File: src/rtl/conv_gen_if.sv
// rtl/conv_gen_if.sv - conv_gen start/busy handshake plus image, weight and result memory ports
interface conv_gen_if;
  logic        ready;
  logic        busy;
  logic [11:0] iaddr;
  logic [19:0] idata;
  logic [5:0]  kaddr;
  logic [19:0] kdata;
  logic        crd;
  logic [11:0] caddr_rd;
  logic [19:0] cdata_rd;
  logic        cwr;
  logic [11:0] caddr_wr;
  logic [19:0] cdata_wr;
  logic [2:0]  csel;

  modport master (
    input  ready, idata, kdata, cdata_rd,
    output busy, iaddr, kaddr, crd, caddr_rd, cwr, caddr_wr, cdata_wr, csel
  );
  modport slave (
    output ready, idata, kdata, cdata_rd,
    input  busy, iaddr, kaddr, crd, caddr_rd, cwr, caddr_wr, cdata_wr, csel
  );
endinterface

File: src/rtl/conv_gen.sv
// rtl/conv_gen.sv - 3x3 zero-padded convolution with bias, ReLU and saturation, followed by optional 2x2 max-pool, per kernel
module conv_gen #(
  parameter int IMG_W   = 64,
  parameter int IMG_H   = 64,
  parameter int NUM_K   = 2,
  parameter int POOL_EN = 1
) (
  input  logic       clk,
  input  logic       reset,
  conv_gen_if.master bus
);
  typedef enum logic [1:0] {IDLE, CONV, POOL, DONE} state_t;

  state_t             state_q, state_d;
  logic [3:0]         cyc_q, cyc_d;
  logic [6:0]         row_q, row_d, col_q, col_d;
  logic [1:0]         k_q, k_d;
  logic               tapv_q, tapv_d, pv_q;
  logic signed [43:0] acc_q, acc_d;
  logic [19:0]        pmax_q, pmax_d, pool_wr_q, pool_wr_d;
  logic               busy_q, busy_d, crd_q, crd_d, cwr_q, cwr_d;
  logic [11:0]        iaddr_q, iaddr_d, caddr_rd_q, caddr_rd_d, caddr_wr_q, caddr_wr_d;
  logic [5:0]         kaddr_q, kaddr_d;
  logic [2:0]         csel_q, csel_d;
  int                 tap_r, tap_c;
  logic               in_img;
  logic signed [39:0] prod;
  logic [43:0]        sum;
  logic [19:0]        conv_res;

  assign prod = $signed(bus.idata) * $signed(bus.kdata);
  // bias arrives in the write cycle itself, so the conv result is formed combinationally from it
  assign sum  = acc_q + {{8{bus.kdata[19]}}, bus.kdata, 16'h0} + 44'd32768;

  always_comb begin
    conv_res = sum[35:16];
    if (sum[43])          conv_res = '0;
    else if (|sum[42:35]) conv_res = 20'h7FFFF;
  end

  // next-state: counters advance at the end of each output's last cycle
  always_comb begin
    state_d = state_q;
    cyc_d   = cyc_q;
    row_d   = row_q;
    col_d   = col_q;
    k_d     = k_q;
    case (state_q)
      IDLE: if (bus.ready) begin
        state_d = CONV;
        cyc_d   = '0;
        row_d   = '0;
        col_d   = '0;
        k_d     = '0;
      end
      CONV: if (cyc_q == 4'd10) begin
        cyc_d = '0;
        if (col_q == 7'(IMG_W - 1)) begin
          col_d = '0;
          if (row_q == 7'(IMG_H - 1)) begin
            row_d = '0;
            if (POOL_EN != 0)            state_d = POOL;
            else if (k_q == 2'(NUM_K - 1)) state_d = DONE;
            else                          k_d = k_q + 2'd1;
          end else row_d = row_q + 7'd1;
        end else col_d = col_q + 7'd1;
      end else cyc_d = cyc_q + 4'd1;
      POOL: if (cyc_q == 4'd5) begin
        cyc_d = '0;
        if (col_q == 7'(IMG_W / 2 - 1)) begin
          col_d = '0;
          if (row_q == 7'(IMG_H / 2 - 1)) begin
            row_d = '0;
            if (k_q == 2'(NUM_K - 1)) state_d = DONE;
            else begin
              state_d = CONV;
              k_d     = k_q + 2'd1;
            end
          end else row_d = row_q + 7'd1;
        end else col_d = col_q + 7'd1;
      end else cyc_d = cyc_q + 4'd1;
      default: state_d = IDLE;
    endcase
  end

  // registered outputs are derived from the next-state values
  always_comb begin
    busy_d     = (state_d == CONV) || (state_d == POOL);
    crd_d      = 1'b0;
    cwr_d      = 1'b0;
    iaddr_d    = '0;
    kaddr_d    = '0;
    caddr_rd_d = '0;
    caddr_wr_d = '0;
    csel_d     = '0;
    tapv_d     = 1'b0;
    tap_r      = int'(row_d) + int'(cyc_d / 4'd3) - 1;
    tap_c      = int'(col_d) + int'(cyc_d % 4'd3) - 1;
    in_img     = (tap_r >= 0) && (tap_r < IMG_H) && (tap_c >= 0) && (tap_c < IMG_W);
    if (state_d == CONV) begin
      if (cyc_d < 4'd9) begin
        tapv_d  = in_img;
        iaddr_d = in_img ? 12'(tap_r * IMG_W + tap_c) : '0;
        kaddr_d = 6'(int'(k_d) * 10 + int'(cyc_d));
      end else if (cyc_d == 4'd9) begin
        kaddr_d = 6'(int'(k_d) * 10 + 9);
      end else begin
        cwr_d      = 1'b1;
        csel_d     = 3'(int'(k_d) + 1);
        caddr_wr_d = 12'(int'(row_d) * IMG_W + int'(col_d));
      end
    end else if (state_d == POOL) begin
      if (cyc_d < 4'd4) begin
        crd_d      = 1'b1;
        csel_d     = 3'(int'(k_d) + 1);
        caddr_rd_d = 12'((2 * int'(row_d) + int'(cyc_d[1])) * IMG_W + 2 * int'(col_d) + int'(cyc_d[0]));
      end else if (cyc_d == 4'd5) begin
        cwr_d      = 1'b1;
        csel_d     = 3'(NUM_K + 1 + int'(k_d));
        caddr_wr_d = 12'(int'(row_d) * (IMG_W / 2) + int'(col_d));
      end
    end
  end

  // pv_q marks that the data returning this cycle belongs to an in-image tap
  always_comb begin
    acc_d     = acc_q;
    pmax_d    = pmax_q;
    pool_wr_d = '0;
    if (state_q == CONV) begin
      if (cyc_q == 4'd0) acc_d = '0;
      else if (pv_q)     acc_d = acc_q + {{4{prod[39]}}, prod};
    end
    if (state_q == POOL) begin
      if (cyc_q == 4'd1) pmax_d = bus.cdata_rd;
      else if (cyc_q >= 4'd2 && cyc_q <= 4'd4 && $signed(bus.cdata_rd) > $signed(pmax_q))
        pmax_d = bus.cdata_rd;
      if (cyc_q == 4'd4) pool_wr_d = pmax_d;
    end
  end

  always_ff @(posedge clk or negedge reset) begin
    if (!reset) begin
      state_q    <= IDLE;
      cyc_q      <= '0;
      row_q      <= '0;
      col_q      <= '0;
      k_q        <= '0;
      tapv_q     <= 1'b0;
      pv_q       <= 1'b0;
      acc_q      <= '0;
      pmax_q     <= '0;
      pool_wr_q  <= '0;
      busy_q     <= 1'b0;
      crd_q      <= 1'b0;
      cwr_q      <= 1'b0;
      iaddr_q    <= '0;
      kaddr_q    <= '0;
      caddr_rd_q <= '0;
      caddr_wr_q <= '0;
      csel_q     <= '0;
    end else begin
      state_q    <= state_d;
      cyc_q      <= cyc_d;
      row_q      <= row_d;
      col_q      <= col_d;
      k_q        <= k_d;
      tapv_q     <= tapv_d;
      pv_q       <= tapv_q;
      acc_q      <= acc_d;
      pmax_q     <= pmax_d;
      pool_wr_q  <= pool_wr_d;
      busy_q     <= busy_d;
      crd_q      <= crd_d;
      cwr_q      <= cwr_d;
      iaddr_q    <= iaddr_d;
      kaddr_q    <= kaddr_d;
      caddr_rd_q <= caddr_rd_d;
      caddr_wr_q <= caddr_wr_d;
      csel_q     <= csel_d;
    end
  end

  assign bus.busy     = busy_q;
  assign bus.crd      = crd_q;
  assign bus.cwr      = cwr_q;
  assign bus.iaddr    = iaddr_q;
  assign bus.kaddr    = kaddr_q;
  assign bus.caddr_rd = caddr_rd_q;
  assign bus.caddr_wr = caddr_wr_q;
  assign bus.csel     = csel_q;
  assign bus.cdata_wr = (cwr_q && state_q == CONV) ? conv_res : pool_wr_q;
endmodule

File: src/flat_wrapper.sv
// flat-port wrapper written by rule: the top's interface ports become plain ports
module conv_gen_flat 
#(
  parameter int IMG_W   = 64,
  parameter int IMG_H   = 64,
  parameter int NUM_K   = 2,
  parameter int POOL_EN = 1
)
  (clk, reset, bus_ready, bus_idata, bus_kdata, bus_cdata_rd, bus_busy, bus_iaddr, bus_kaddr, bus_crd, bus_caddr_rd, bus_cwr, bus_caddr_wr, bus_cdata_wr, bus_csel);
  conv_gen_if bus_i ();
  input  logic clk;
  input  logic reset;
  input wire logic [$bits(bus_i.ready)-1:0] bus_ready;
  input wire logic [$bits(bus_i.idata)-1:0] bus_idata;
  input wire logic [$bits(bus_i.kdata)-1:0] bus_kdata;
  input wire logic [$bits(bus_i.cdata_rd)-1:0] bus_cdata_rd;
  output wire logic [$bits(bus_i.busy)-1:0] bus_busy;
  output wire logic [$bits(bus_i.iaddr)-1:0] bus_iaddr;
  output wire logic [$bits(bus_i.kaddr)-1:0] bus_kaddr;
  output wire logic [$bits(bus_i.crd)-1:0] bus_crd;
  output wire logic [$bits(bus_i.caddr_rd)-1:0] bus_caddr_rd;
  output wire logic [$bits(bus_i.cwr)-1:0] bus_cwr;
  output wire logic [$bits(bus_i.caddr_wr)-1:0] bus_caddr_wr;
  output wire logic [$bits(bus_i.cdata_wr)-1:0] bus_cdata_wr;
  output wire logic [$bits(bus_i.csel)-1:0] bus_csel;
  assign bus_i.ready = bus_ready;
  assign bus_i.idata = bus_idata;
  assign bus_i.kdata = bus_kdata;
  assign bus_i.cdata_rd = bus_cdata_rd;
  assign bus_busy = bus_i.busy;
  assign bus_iaddr = bus_i.iaddr;
  assign bus_kaddr = bus_i.kaddr;
  assign bus_crd = bus_i.crd;
  assign bus_caddr_rd = bus_i.caddr_rd;
  assign bus_cwr = bus_i.cwr;
  assign bus_caddr_wr = bus_i.caddr_wr;
  assign bus_cdata_wr = bus_i.cdata_wr;
  assign bus_csel = bus_i.csel;
  conv_gen #(.IMG_W(IMG_W), .IMG_H(IMG_H), .NUM_K(NUM_K), .POOL_EN(POOL_EN)) u_core (.clk(clk), .reset(reset), .bus(bus_i));
endmodule
File: config.mk
export PLATFORM = sky130hd
export DESIGN_NAME = conv_gen_flat
export DESIGN_NICKNAME = d
export VERILOG_FILES = /design/src/rtl/conv_gen_if.sv /design/src/rtl/conv_gen.sv /design/src/flat_wrapper.sv
export SDC_FILE = /design/constraint.sdc
export NUM_CORES = 2
export LEC_CHECK = 0
export ABC_AREA = 1
export ABC_CLOCK_PERIOD_IN_PS = 7300
export CAP_MARGIN = 10
export CORE_MARGIN = 2
export CORE_UTILIZATION = 60
export DETAILED_ROUTE_END_ITERATION = 7
export GPL_TIMING_DRIVEN = 0
export PLACE_DENSITY = 0.77
export SYNTH_ARGS = -nofsm -noshare
export SYNTH_HDL_FRONTEND = slang
export SYNTH_SLANG_ARGS = --single-unit
export TNS_END_PERCENT = 1
File: constraint.sdc
create_clock -name clk -period 7.3 [get_ports clk]
set_clock_uncertainty 0.05 [all_clocks]
set_input_delay 1.46 -clock clk [delete_from_list [all_inputs] [get_ports clk]]
set_output_delay 1.46 -clock clk [all_outputs]
set_load 0.005 [all_outputs]
==> metrics.yaml <==
outcome: "complete, but fails checks"
violations: "negative setup slack"
yosysMostFrequentCell: "nand2_1"
relSlewSlack_pct: 16.3
placedCellCount: 4449
cts.clk_slew.worst_paths_ns: 0.07
fin_nets: 4738
yosysTopAreaCellShare_pct: 29.7
root_buffer: "clkbuf_16"
synth_top_flop_cell: "dfrtp_1"
synth_area_leaders: "fa_1 30%, dfrtp_1 14%, ha_1 12%"
ys_warn_count: 0
first_pass_iters: 8
area_growth_pct: 19.6
yosysSeqAreaShare_pct: 13.5
drv_slew: 0
critPathMaxFanout: 10
ys_seq_elements: 156
worst_setup_path_start_kind: "input port"
tightest_slew_ns: 1.25
hold_viol: 0
core-area_sq_um: 47600
tns_ns: -31.74
num_io_pins: 131
worstPathArrival_ns: 9.19
start_util_pct: 60.5
grt_max_degree: 115
crit_path_end_kind: "flop"
grt.overflow.total: 0
die_h_um: 223
startpoint: "bus_kdata[10]"
min_from: "u_core.tapv_q"
num_vias: 25600
antenna_found_initial: 2
synth_common_cells: "862 x nand2_1, 823 x inv_1, 428 x fa_1"
synth_fp_nets: 4485
fin_crit_ns: 8.94
port-buffer-count: 110
cap_violations: 0
syn-cell-area_sq_um: 28800
wire_per_inst_um: 18.0
grt_pass1_vias: 26000
htree_levels: 4
ys_types: 60
grt_use_total_pct: 34.1
drive_above_1_share_pct: 15.0
grt_pass1_wl_mm: 134
clockBufferDepth: 2
insertion_delay_ns: 0.44
drc: 0
rr_startpoint: "u_core.cyc_q[0]"
syn_area_per_cell_sq_um: 7.75
timing.final.crit_share_pct: 123
cp.required_ns: 7.54
antenna_cells: 0
fp.dieArea_sq_um: 49800
viasPerCell: 5.56
cts_sinks: 156
hpwlAfterDp_mm: 64.0
synth_top_area_cell: "fa_1"
drtIter0Drc: 2113
tritoncts: "yes"
die_w_um: 223
hold_path.class: "flop to flop"
wl_mm: 82.8
max_freq_ghz: 0.112
cts_buffers: 17
synth_cells: 3723
ant_nets: 0
rrSetupSlack_ns: 0.68
worst_path_largest_cell_delay_ns: 0.56
place_congestion: 0.967
critical_path_class: "input port to flop"
critPathSlowestCell: "fa_1"
final_cell_count_no_fill: 4604
timing.final.ws_setup_ns: -1.64
synth-edff-count: 0
setup_viol: 44
rsz0062_at_grt: "true"
num_rows: 80
postSynth.asyncResetShare_pct: 100
stage by stage:
step	hold slack (ns)	area, sq um	util, %	setup WS [ns]
after floorplan	0.281	29600	-	-1.34
after global placement	0.283	31500	66.1	-3.25
after detailed placement	0.287	31500	66.1	-3.37
after CTS	0.303	34000	71.4	-1.32
after global routing	0.315	34500	72.4	-1.88
final	0.301	34500	72.4	-1.64
registers in the layout, indices dropped and copies added, names as in the netlist, 6 cells and up:
name,cells
u_core.pool_wr_q,20
u_core.bus.kaddr,6
u_core.pmax_q,20
u_core.acc_q,44
u_core.bus.caddr_wr,12
u_core.row_q,7
u_core.col_q,7
u_core.bus.caddr_rd,12
u_core.bus.iaddr,12
kinds of logic (layout without fill, tap and decap cells):
family / count (synthesis) / after routing / synth area share, %
simple gates: 1253 / 1253 / 18.1
buf+inv: 951 / 1217 / 12.5
fa+ha+maj: 699 / 699 / 41.5
compound gates: 545 / 545 / 10.9
flops: 156 / 156 / 13.5
xor+xnor: 119 / 119 / 3.61
repair_timing:
action | 4_1_cts | 5_1_grt
hold buffers | 0 | 0
endpoints found under the hold margin | 0 | 0
cloned | 4 | 0
setup buffers | 96 | 24
pin swaps | 148 | 61
gates resized for setup | 396 | 100
setup endpoints to repair | 68 | 66
worst max-delay path: cells and delay by family:
| kind | cells | cell delay, ns |
|---|---|---|
| adder cells (fa/ha/maj) | 9 | 4.25 |
| AO/OA/AOI/OAI | 13 | 2.00 |
| buffers and inverters | 7 | 0.61 |
| AND/OR/NAND/NOR | 2 | 0.15 |
| XOR/XNOR | 3 | 0.69 |
routing by layer:
layer,vias to the layer above,track usage (%),part of all wire [%]
met5,-,0,0.028
met4,4,16.0,5.7
met3,295,6.05,7.8
met2,1102,58.2,48
met1,12300,42.3,38
li1,11900,-,-
final cells by class:
class	instances	area, sq um
multi-input cells	2616	22700
fillers	3581	13200
flip-flops and latches	156	3900
inverters	842	3170
repair buffers	234	2210
plain buffers	109	1150
well taps	615	769
clock buffers	17	425
clock inverters	15	169
final timing paths:
path                                        to  depth (start not counted)
max                           u_core.acc_q[43]                         34
min                                u_core.pv_q                          0
max reg2reg                u_core.bus.iaddr[8]                         44
min reg2reg                        u_core.pv_q                          0
max in group asynchronous      u_core.acc_q[0]                          2
min in group asynchronous  u_core.bus.iaddr[3]                          1
cell usage in the layout (no fill, tap or decap), drive strengths merged, types with 16 or more instances in the layout:
cell           count
nor3              23
dfrtp            156
buf              156
xor2              65
xnor2             54
clkdlybuf4s50     90
o211ai            31
fa               428
ha               271
nand2            879
clkbuf           113
or2               23
o21a              17
nand4             16
nor2             228
o21ai            193
nand3             67
a21oi            210
inv              845
Power is not shown: default switching activity piles up to over one toggle a cycle in this logic, so the estimate is an artifact.
